===== src/rtl/mem_access_pkg.sv =====
// Shared encodings, FSM state type and byte/half lane helpers for the memory access unit.
package mem_access_pkg;

    // Access size encodings on req_size
    localparam logic [1:0] SZ_BYTE = 2'b00;
    localparam logic [1:0] SZ_HALF = 2'b01;
    localparam logic [1:0] SZ_WORD = 2'b10;
    localparam logic [1:0] SZ_RSVD = 2'b11;

    // Transaction FSM states
    typedef enum logic [2:0] {
        ST_IDLE = 3'd0,
        ST_RD   = 3'd1,
        ST_CAP  = 3'd2,
        ST_WR   = 3'd3,
        ST_RESP = 3'd4
    } state_t;

    // True when the request cannot be performed: misaligned half/word or reserved size
    function automatic logic access_err(input logic [1:0] size, input logic [1:0] off);
        logic err;
        case (size)
            SZ_BYTE: err = 1'b0;
            SZ_HALF: err = off[0];
            SZ_WORD: err = (off != 2'b00);
            default: err = 1'b1;
        endcase
        return err;
    endfunction

    // Byte lane k of a little-endian word
    function automatic logic [7:0] byte_lane(input logic [31:0] word, input logic [1:0] k);
        logic [7:0] b;
        case (k)
            2'd0:    b = word[7:0];
            2'd1:    b = word[15:8];
            2'd2:    b = word[23:16];
            default: b = word[31:24];
        endcase
        return b;
    endfunction

    // Half lane: upper half when hi is set
    function automatic logic [15:0] half_lane(input logic [31:0] word, input logic hi);
        return hi ? word[31:16] : word[15:0];
    endfunction

    // Replace byte lane k of word with b
    function automatic logic [31:0] put_byte(input logic [31:0] word, input logic [1:0] k,
                                             input logic [7:0] b);
        logic [31:0] w;
        w = word;
        case (k)
            2'd0:    w[7:0]   = b;
            2'd1:    w[15:8]  = b;
            2'd2:    w[23:16] = b;
            default: w[31:24] = b;
        endcase
        return w;
    endfunction

    // Replace half lane of word with h
    function automatic logic [31:0] put_half(input logic [31:0] word, input logic hi,
                                             input logic [15:0] h);
        return hi ? {h, word[15:0]} : {word[31:16], h};
    endfunction

endpackage


===== src/rtl/mem_lane_align.sv =====
// Combinational lane logic: load extract/extend and sub-word store merge into a RAM word.
module mem_lane_align
    import mem_access_pkg::*;
(
    input  logic [1:0]  size,
    input  logic [1:0]  offset,
    input  logic        is_signed,
    input  logic [31:0] word,
    input  logic [31:0] wdata,
    output logic [31:0] load_data,
    output logic [31:0] store_word
);

    logic [7:0]  b;
    logic [15:0] h;

    // Select the addressed lane, extend it for loads and merge it for stores
    always_comb begin
        b          = byte_lane(word, offset);
        h          = half_lane(word, offset[1]);
        load_data  = word;
        store_word = wdata;
        case (size)
            SZ_BYTE: begin
                load_data  = {{24{is_signed & b[7]}}, b};
                store_word = put_byte(word, offset, wdata[7:0]);
            end
            SZ_HALF: begin
                load_data  = {{16{is_signed & h[15]}}, h};
                store_word = put_half(word, offset[1], wdata[15:0]);
            end
            default: begin
                load_data  = word;
                store_word = wdata;
            end
        endcase
    end

endmodule


===== src/rtl/mem_access_unit.sv =====
// CPU-side load/store initiator for a 32-bit synchronous RAM without byte enables.
// Sub-word stores use read-modify-write; the merged word is only written in WR,
// so a reset anywhere earlier leaves the RAM untouched.
//
// Request handshake: a request is taken on the rising edge where req_valid and
// req_ready are both high; req_ready is high only in IDLE. There is no response
// backpressure: resp_valid is a single-cycle pulse the consumer must take.
module mem_access_unit
    import mem_access_pkg::*;
#(
    parameter int ADDR_W = 9
) (
    input  logic              clock,
    input  logic              reset,
    input  logic              req_valid,
    output logic              req_ready,
    input  logic              req_write,
    input  logic [1:0]        req_size,
    input  logic              req_signed,
    input  logic [ADDR_W+1:0] req_addr,
    input  logic [31:0]       req_wdata,
    output logic              resp_valid,
    output logic [31:0]       resp_rdata,
    output logic              resp_err,
    output logic              mem_read,
    output logic              mem_write,
    output logic [ADDR_W-1:0] mem_address,
    output logic [31:0]       mem_wdata,
    input  logic [31:0]       mem_rdata,
    output logic [2:0]        dbg_state
);

    state_t            state, state_nx;
    logic              accept;
    logic [ADDR_W+1:0] addr_q;
    logic [1:0]        size_q;
    logic              signed_q;
    logic              write_q;
    logic              err_q;
    logic [31:0]       wdata_q;
    logic [31:0]       data_q;
    logic [31:0]       load_data;
    logic [31:0]       store_word;

    assign accept      = req_valid && (state == ST_IDLE);
    assign mem_address = addr_q[ADDR_W+1:2];
    assign dbg_state   = state;

    mem_lane_align u_align (
        .size       (size_q),
        .offset     (addr_q[1:0]),
        .is_signed  (signed_q),
        .word       (mem_rdata),
        .wdata      (wdata_q),
        .load_data  (load_data),
        .store_word (store_word)
    );

    // State register
    always_ff @(posedge clock or posedge reset) begin
        if (reset) begin
            state <= ST_IDLE;
        end else begin
            state <= state_nx;
        end
    end

    // Next-state and per-state outputs; all outputs derive from the current state
    always_comb begin
        state_nx   = state;
        req_ready  = 1'b0;
        mem_read   = 1'b0;
        mem_write  = 1'b0;
        mem_wdata  = 32'd0;
        resp_valid = 1'b0;
        resp_rdata = 32'd0;
        resp_err   = 1'b0;
        case (state)
            ST_IDLE: begin
                req_ready = 1'b1;
                if (req_valid) begin
                    if (access_err(req_size, req_addr[1:0])) begin
                        state_nx = ST_RESP;
                    end else if (req_write && (req_size == SZ_WORD)) begin
                        state_nx = ST_WR;
                    end else begin
                        state_nx = ST_RD;
                    end
                end
            end
            ST_RD: begin
                mem_read = 1'b1;
                state_nx = ST_CAP;
            end
            ST_CAP: begin
                state_nx = write_q ? ST_WR : ST_RESP;
            end
            ST_WR: begin
                mem_write = 1'b1;
                mem_wdata = (size_q == SZ_WORD) ? wdata_q : data_q;
                state_nx  = ST_RESP;
            end
            ST_RESP: begin
                resp_valid = 1'b1;
                resp_err   = err_q;
                resp_rdata = (write_q || err_q) ? 32'd0 : data_q;
                state_nx   = ST_IDLE;
            end
            default: begin
                state_nx = ST_IDLE;
            end
        endcase
    end

    // Request latch on accept; captured load data or merged store word in CAP
    always_ff @(posedge clock or posedge reset) begin
        if (reset) begin
            addr_q   <= '0;
            size_q   <= 2'b00;
            signed_q <= 1'b0;
            write_q  <= 1'b0;
            err_q    <= 1'b0;
            wdata_q  <= 32'd0;
            data_q   <= 32'd0;
        end else if (accept) begin
            addr_q   <= req_addr;
            size_q   <= req_size;
            signed_q <= req_signed;
            write_q  <= req_write;
            err_q    <= access_err(req_size, req_addr[1:0]);
            wdata_q  <= req_wdata;
            data_q   <= 32'd0;
        end else if (state == ST_CAP) begin
            data_q <= write_q ? store_word : load_data;
        end
    end

endmodule


===== config.mk =====
export PLATFORM = sky130hd
export DESIGN_NAME = mem_access_unit
export DESIGN_NICKNAME = d
export VERILOG_FILES = /design/src/rtl/mem_access_pkg.sv /design/src/rtl/mem_lane_align.sv /design/src/rtl/mem_access_unit.sv
export SDC_FILE = /design/constraint.sdc
export NUM_CORES = 1
export LEC_CHECK = 0
export CAP_MARGIN = 40
export CORE_UTILIZATION = 52
export DETAILED_ROUTE_END_ITERATION = 12
export GPL_TIMING_DRIVEN = 1
export PLACE_DENSITY = 0.95
export SLEW_MARGIN = 20
export SYNTH_ARGS = -nofsm -noshare
export SYNTH_HDL_FRONTEND = slang
export SYNTH_SLANG_ARGS = --single-unit

===== constraint.sdc =====
create_clock -name clock -period 3.8 [get_ports clock]
set_input_delay 0.38 -clock clock [delete_from_list [all_inputs] [get_ports clock]]
set_output_delay 0.38 -clock clock [all_outputs]
set_load 0.03 [all_outputs]

==> results.toml, run 1 <==
[cells_and_area]
layout-drive-gt1-share_pct = 16.8
antenna_cells = 0
area_delta_synth_final_pct = 33.6
nFillCells = 764
layout.nets = 846
finish.utilization_pct = 71.7

[clocking]
cts-root-buf = "sky130_fd_sc_hd__clkbuf_8"
cts_inserted_buffers = 9
clk_path_buf_depth = 2
tritoncts = "done"
insertion_delay_ps = 370
cts_htree_levels = 3
cts.sink_count = 83
cts_resized = 0
post_cts_hold_buffer_count = 0
buffers_inserted_by_post_cts_timing_repair = 0
cts.reportedPaths.clkPinSlew_ps = 90

[sta]
skew_ps = 5.82
slew_headroom_pct = 44.0
setup-violations-final = 0
timing_hold_violations_final = 0
maxSlewViolCount = 0
period_needed_ps = 3170
grt_setup_unrepaired = "no"
tns_ps = 0
layout_worst_path_cycle_share_pct = 83.3
fmaxAchievable_ghz = 0.316
tightestPinTransition_ps = 831
hold-worst-slack_ps = 261

[global_routing]
via_count_of_the_first_global_routing_pass = 5689
global_route_wire_length_before_repair_um = 30100
grt.total_usage_pct = 35.2
grt_start_max_net_pins = 37
antenna_found_initial = 0
global_route.overflow_total = 0

[route]
wl_per_cell_um = 21.1
drt_iter0_drc = 593
drcViolationCount = 0
vias = 5725
detail-route-antenna-nets = 0
vias_per_cell = 6.33
drt_wl_total_um = 19100
detailedRoute.firstPassIterationCount = 7

[critical_path]
crit_fanout = 26
worst-endpoint-arrival_ps = 2790
setup.reg_to_reg.worst_slack_ps = 1240
worst_setup_path_start_kind = "flop"
endpoint_kind = "primary output"
regToRegStartpoint = "addr_q[1]"
crit_required_ps = 3420
timing.setup.critical_path_class = "reg -> out"
setup.worst_path.start = "size_q[1]"

[logic_synthesis]
synth.cell_area_mm2 = 0.00557
yosysSeqAreaShare_pct = 37.3
synth.largest_area_cell = "sky130_fd_sc_hd__dfrtp_1"
yosysWarnings = 0
synth_top_cells_by_area = "sky130_fd_sc_hd__dfrtp_1, sky130_fd_sc_hd__mux2_2, sky130_fd_sc_hd__nand2_1"
postSynthAreaPerCell_um2 = 8.79
ys_async_sr_fraction_pct = 100
synth-main-ff-cell = "sky130_fd_sc_hd__dfrtp_1"
synth.net_count = 715
postSynthRegisterBits = 83
edff_count_synth = 0
post_synth_num_cell_types = 43
synthCells = 633
synthDominantCellAreaShare_pct = 37.3

[run]
drv.max_cap_violation_count = 0

[floorplan]
floorplan.initialDensity_pct = 53.7
chipWidth_um = 105
row_count = 37
io_pins = 163
die_h_um = 105
overall_die_area_mm2 = 0.0111
core_mm2 = 0.0104

[power_and_ir_drop]
static-leakage-power_nw = 3.13
power_density_mw_per_mm2 = 731
irDropWorstVdd_mv = 0.514

[min_path]
min_path_type = "in -> async"

[status]
run_status = "complete, no violations"

[place]
gpl.final_weighted_congestion = 0.937
place.detailed.hpwl_um = 13600
io_buffer_count = 162
==> where the power goes <==
group	internal [mW]	total, mW	leakage, nW	switching (mW)
Combinational	1.21	2.82	1.96	1.61
Sequential	1.27	1.82	1.04	0.550
Clock	0.456	0.798	0.126	0.342
Total	2.94	5.44	3.13	2.50
==> area by class of cell <==
type	count	area [µm²]	area share (%)
clock inverter	6	113	1.51
inverter	25	95.1	1.28
tap	136	170	2.29
sequential	83	2080	27.9
timing repair buffer	182	1750	23.5
clock buffer	10	138	1.85
multi-input combinational	463	3100	41.6
==> critical path, cell delays in order, from the launching register on <==
cell and delay (ps):
sky130_fd_sc_hd__dfrtp_1 540, sky130_fd_sc_hd__buf_4 360, sky130_fd_sc_hd__clkinv_1 150, sky130_fd_sc_hd__nor2_2 160, sky130_fd_sc_hd__buf_4 270, sky130_fd_sc_hd__nand2_1 90
sky130_fd_sc_hd__a21oi_1 140, sky130_fd_sc_hd__clkdlybuf4s50_1 710
==> registers in the layout, indices dropped and copies added (netlist names) <==
signal,cells
data_q,32
write_q,1
dbg_state,3
addr_q,11
err_q,1
signed_q,1
wdata_q,32
size_q,2
==> Yosys cell counts (2+ instances only) <==
cell type,count
sky130_fd_sc_hd__a211oi_1,2
sky130_fd_sc_hd__a21oi_1,42
sky130_fd_sc_hd__a221o_1,9
sky130_fd_sc_hd__a221oi_1,16
sky130_fd_sc_hd__a22oi_1,11
sky130_fd_sc_hd__a2bb2oi_1,6
sky130_fd_sc_hd__a311o_1,8
sky130_fd_sc_hd__a32o_1,5
sky130_fd_sc_hd__and2_1,36
sky130_fd_sc_hd__buf_1,3
sky130_fd_sc_hd__buf_2,14
sky130_fd_sc_hd__buf_4,10
sky130_fd_sc_hd__buf_6,3
sky130_fd_sc_hd__clkbuf_1,32
sky130_fd_sc_hd__dfrtp_1,83
sky130_fd_sc_hd__inv_1,24
sky130_fd_sc_hd__mux2_2,51
sky130_fd_sc_hd__mux2i_1,31
sky130_fd_sc_hd__nand2_1,120
sky130_fd_sc_hd__nand2b_1,8
sky130_fd_sc_hd__nand3_1,17
sky130_fd_sc_hd__nand3_2,10
sky130_fd_sc_hd__nand3b_1,2
sky130_fd_sc_hd__nor2_1,16
sky130_fd_sc_hd__nor3_1,5
sky130_fd_sc_hd__nor3b_1,3
sky130_fd_sc_hd__o211ai_1,3
sky130_fd_sc_hd__o21ai_0,29
sky130_fd_sc_hd__o221ai_1,12
sky130_fd_sc_hd__o22ai_1,8
sky130_fd_sc_hd__or4_1,2
==> placed cells by master (no fill, tap or decap), drive strengths merged, types with 2 or more instances in the layout <==
cell type	n
o22ai	8
dfrtp	83
clkbuf	10
a311o	8
a21oi	42
mux2i	31
o221ai	12
nor2	16
buf	42
mux2	51
nor3	5
bufinv	3
a221oi	16
nor3b	3
clkdlybuf4s50	140
clkinv	5
nand3	27
a221o	9
a211oi	2
nand2	120
o211ai	3
nand3b	2
a2bb2oi	6
nand2b	8
a22oi	11
a32o	5
or4	3
and2	36
inv	23
o21ai	30
==> stage by stage <==
step | total power [mW] | cell area (µm²) | cells | setup WS (ps)
3_5_place_dp | 4.57 | 7190 | 889 | 1070
6_report | 5.44 | 7440 | 905 | 633
2_1_floorplan | 3.67 | 5570 | 633 | 1280
3_3_place_gp | 4.43 | 7130 | 886 | 1210
5_1_grt | 5.72 | 7440 | 905 | 482
4_1_cts | 5.38 | 7440 | 905 | 650
==> kinds of logic after synthesis <==
kind of cell    after synthesis  synth area share, %
compound gates              155                 19.3
buf+inv                      87                 7.26
flops                        83                 37.3
mux                          83                 16.3
simple gates                225                 19.8
==> path summary, 6_finish.rpt <==
| path | to | cells past startpoint |
|---|---|---|
| worst max-delay path | mem_wdata[15] | 7 |
| max in group asynchronous | err_q | 3 |
| worst min register to register | addr_q[6] | 1 |
| worst min-delay path | wdata_q[3] | 2 |
| min in group clock | addr_q[6] | 1 |
| worst max register to register | data_q[24] | 5 |
==> layer usage <==
| metal | up-vias | global-route usage (%) | share of wire (%) |
|---|---|---|---|
| li1 | 2511 | - | - |
| met1 | 2757 | 43.8 | 39 |
| met2 | 368 | 57.4 | 48 |
| met3 | 89 | 7.67 | 8.7 |
| met4 | 0 | 18.5 | 5.1 |
| met5 | - | 0 | 0 |
Note: power is estimated with default switching activity, not from simulation.
==> run 2, diff against run 1 <==
Settings changed: CORE_UTILIZATION 52 to 44, PLACE_DENSITY 0.95 to 0.88.
Clock period 3.8 ns to 2.88 ns, I/O delays scaled along.
==> run 2 against run 1 <==
  * Clock skew barely moved
  * Wire length fell by 2.4%
  * Worst hold slack got worse by 130 ps
  * First-iteration DRC count fell by 17%
  * Sequential power rose by 31%
  * Critical endpoint is now mem_wdata[4]
  * Clock power rose by 47%
  * Highest routed layer unchanged
  * Critical path depth fell by 1
  * Cell count rose by 3.6%
  * Non-clock buffer count rose by 1
==> results.toml, run 2 (synthesized netlist as in run 1, its figures left out) <==
[cells_and_area]
area_delta_synth_final_pct = 38.2
top_regs = "data_q x32, wdata_q x32, addr_q x11"
finish.utilization_pct = 63.3
antenna_cells = 0
layout_commonest_cell = "sky130_fd_sc_hd__nand2_1"
final_design_area_no_fill_mm2 = 0.00769
nFillCells = 1024
layout.nets = 847
mostFrequentLayoutCells = "sky130_fd_sc_hd__nand2_1, sky130_fd_sc_hd__clkdlybuf4s50_1, sky130_fd_sc_hd__dfrtp_1, sky130_fd_sc_hd__mux2_2, sky130_fd_sc_hd__a21oi_1"
layout-drive-gt1-share_pct = 18.2

[floorplan]
row_count = 40
chipWidth_um = 114
core_mm2 = 0.0122
floorplan.initialDensity_pct = 45.8
io_pins = 163
overall_die_area_mm2 = 0.0131
die_h_um = 114

[route]
wl_per_cell_um = 19.9
vias = 5560
detail-route-antenna-nets = 0
drt_wl_total_um = 18600
detailedRoute.firstPassIterationCount = 6
drt_iter0_drc = 492
drcViolationCount = 0
vias_per_cell = 5.93

[global_routing]
via_count_of_the_first_global_routing_pass = 5502
global_route.overflow_total = 0
grt.total_usage_pct = 29.5
antenna_found_initial = 0
global_route_wire_length_before_repair_um = 29400
grt_start_max_net_pins = 51

[critical_path]
worst-endpoint-arrival_ps = 2400
timing.setup.critical_path_class = "reg -> out"
endpoint_kind = "primary output"
crit_fanout = 22
worst_setup_path_start_kind = "flop"
setup.reg_to_reg.worst_slack_ps = 640
crit_required_ps = 2590

[place]
gpl.final_weighted_congestion = 0.949
place.detailed.hpwl_um = 12900
io_buffer_count = 162
dpl_cell_area_mm2 = 0.00730

[power_and_ir_drop]
pwr-share-seq_pct = 33.0
irDropWorstVdd_mv = 0.445
intPower_mw = 3.96
p_comb_share_pct = 50.8
clkPwrFrac_pct = 16.2
static-leakage-power_nw = 3.80
power_switching_mw = 3.26
power_density_mw_per_mm2 = 938
switching_power_as_a_share_of_total_power_pct = 45.2

[sta]
grt_setup_unrepaired = "no"
fmaxAchievable_ghz = 0.372
tightestPinTransition_ps = 839
skew_ps = 6.07
timing_hold_violations_final = 0
period_needed_ps = 2690
tns_ps = 0
setup-violations-final = 0
maxSlewViolCount = 0
layout_worst_path_cycle_share_pct = 93.2
slew_headroom_pct = 43.3

[min_path]
min_path_type = "in -> async"

[clocking]
cts_htree_levels = 3
cts-root-buf = "sky130_fd_sc_hd__clkbuf_16"
buffers_inserted_by_post_cts_timing_repair = 0
cts_inserted_buffers = 9
insertion_delay_ps = 350
clk_path_buf_depth = 2
cts.sink_count = 83
tritoncts = "done"
cts.reportedPaths.clkPinSlew_ps = 60

[run]
drv.max_cap_violation_count = 0

[status]
run_status = "complete, no violations"
run 2: cell types whose count changed in the layout (fill, tap and decap cells not counted), moves of 2 or more:
| cell | change |
|---|---|
| sky130_fd_sc_hd__clkdlybuf4s50_1 | -42 |
| sky130_fd_sc_hd__dlymetal6s2s_1 | +32 |
| sky130_fd_sc_hd__clkbuf_8 | -10 |
| sky130_fd_sc_hd__buf_12 | +9 |
| sky130_fd_sc_hd__clkbuf_16 | +9 |
| sky130_fd_sc_hd__clkinv_2 | +3 |
| sky130_fd_sc_hd__buf_4 | +2 |
| sky130_fd_sc_hd__bufinv_16 | -2 |
run 2: critical path: stages, from the launching register on:
cell,delay [ps]
sky130_fd_sc_hd__dfrtp_1,530
sky130_fd_sc_hd__inv_1,170
sky130_fd_sc_hd__nand2_1,380
sky130_fd_sc_hd__buf_4,400
sky130_fd_sc_hd__nand2_1,90
sky130_fd_sc_hd__a21oi_1,300
sky130_fd_sc_hd__buf_12,170
run 2: path summary, 6_finish.rpt:
| path | endpoint | from | cells after the start |
|---|---|---|---|
| worst max-delay path | mem_wdata[4] | size_q[0] | 6 |
| worst min-delay path | wdata_q[19] | reset | 2 |
| worst max register to register | data_q[6] | addr_q[0] | 5 |
| worst min register to register | addr_q[6] | addr_q[6] | 1 |
| max in group asynchronous | data_q[10] | reset | 3 |
| min in group clock | wdata_q[8] | req_wdata[8] | 3 |
run 2: power groups by stage:
| stage | sequential (mW) | clock [mW] | combinational [mW] |
|---|---|---|---|
| final | 2.38 | 1.17 | 3.67 |
| after global routing | 2.45 | 1.22 | 3.97 |
| after CTS | 2.35 | 1.17 | 3.64 |
| after detailed placement | 2.37 | 0 | 3.61 |
| after global placement | 2.35 | 0 | 3.53 |
| after floorplan | 2.04 | 0 | 2.81 |
run 2: area by class of cell:
cell class | instances | area [µm²] | share of cell area (%)
Inverter | 25 | 95.1 | 1.24
Clock buffer | 9 | 225 | 2.93
Sequential cell | 83 | 2080 | 27.0
Multi-Input combinational cell | 463 | 3100 | 40.3
Clock inverter | 7 | 67.6 | 0.878
Tap cell | 168 | 210 | 2.73
Timing Repair Buffer | 183 | 1920 | 25.0
run 2: per-layer routing:
metal	part of all wire, %	routed length (µm)	track usage (%)
met5	0	0	0
met4	4.4	811	15.9
met3	9.5	1780	8.10
met2	47	8750	46.4
met1	39	7280	36.8
run 2: timing repair:
item                                    in CTS  in global routing
hold buffers                                 0                  0
endpoints found under the setup margin      10                 32
pin swaps                                    0                  0
hold endpoints to repair                     0                  0
gates resized for setup                      1                 32
run 2: per-stage QoR:
stage / hold WS, ps / std cells / power, mW / worst slack, ps
detailed placement: 499 / 921 / 5.98 / 353
global placement: 489 / 921 / 5.88 / 461
floorplan: 405 / 633 / 4.85 / 403
finish: 136 / 938 / 7.22 / 195
global route: 149 / 938 / 7.64 / 102
CTS: 397 / 937 / 7.16 / 15.5
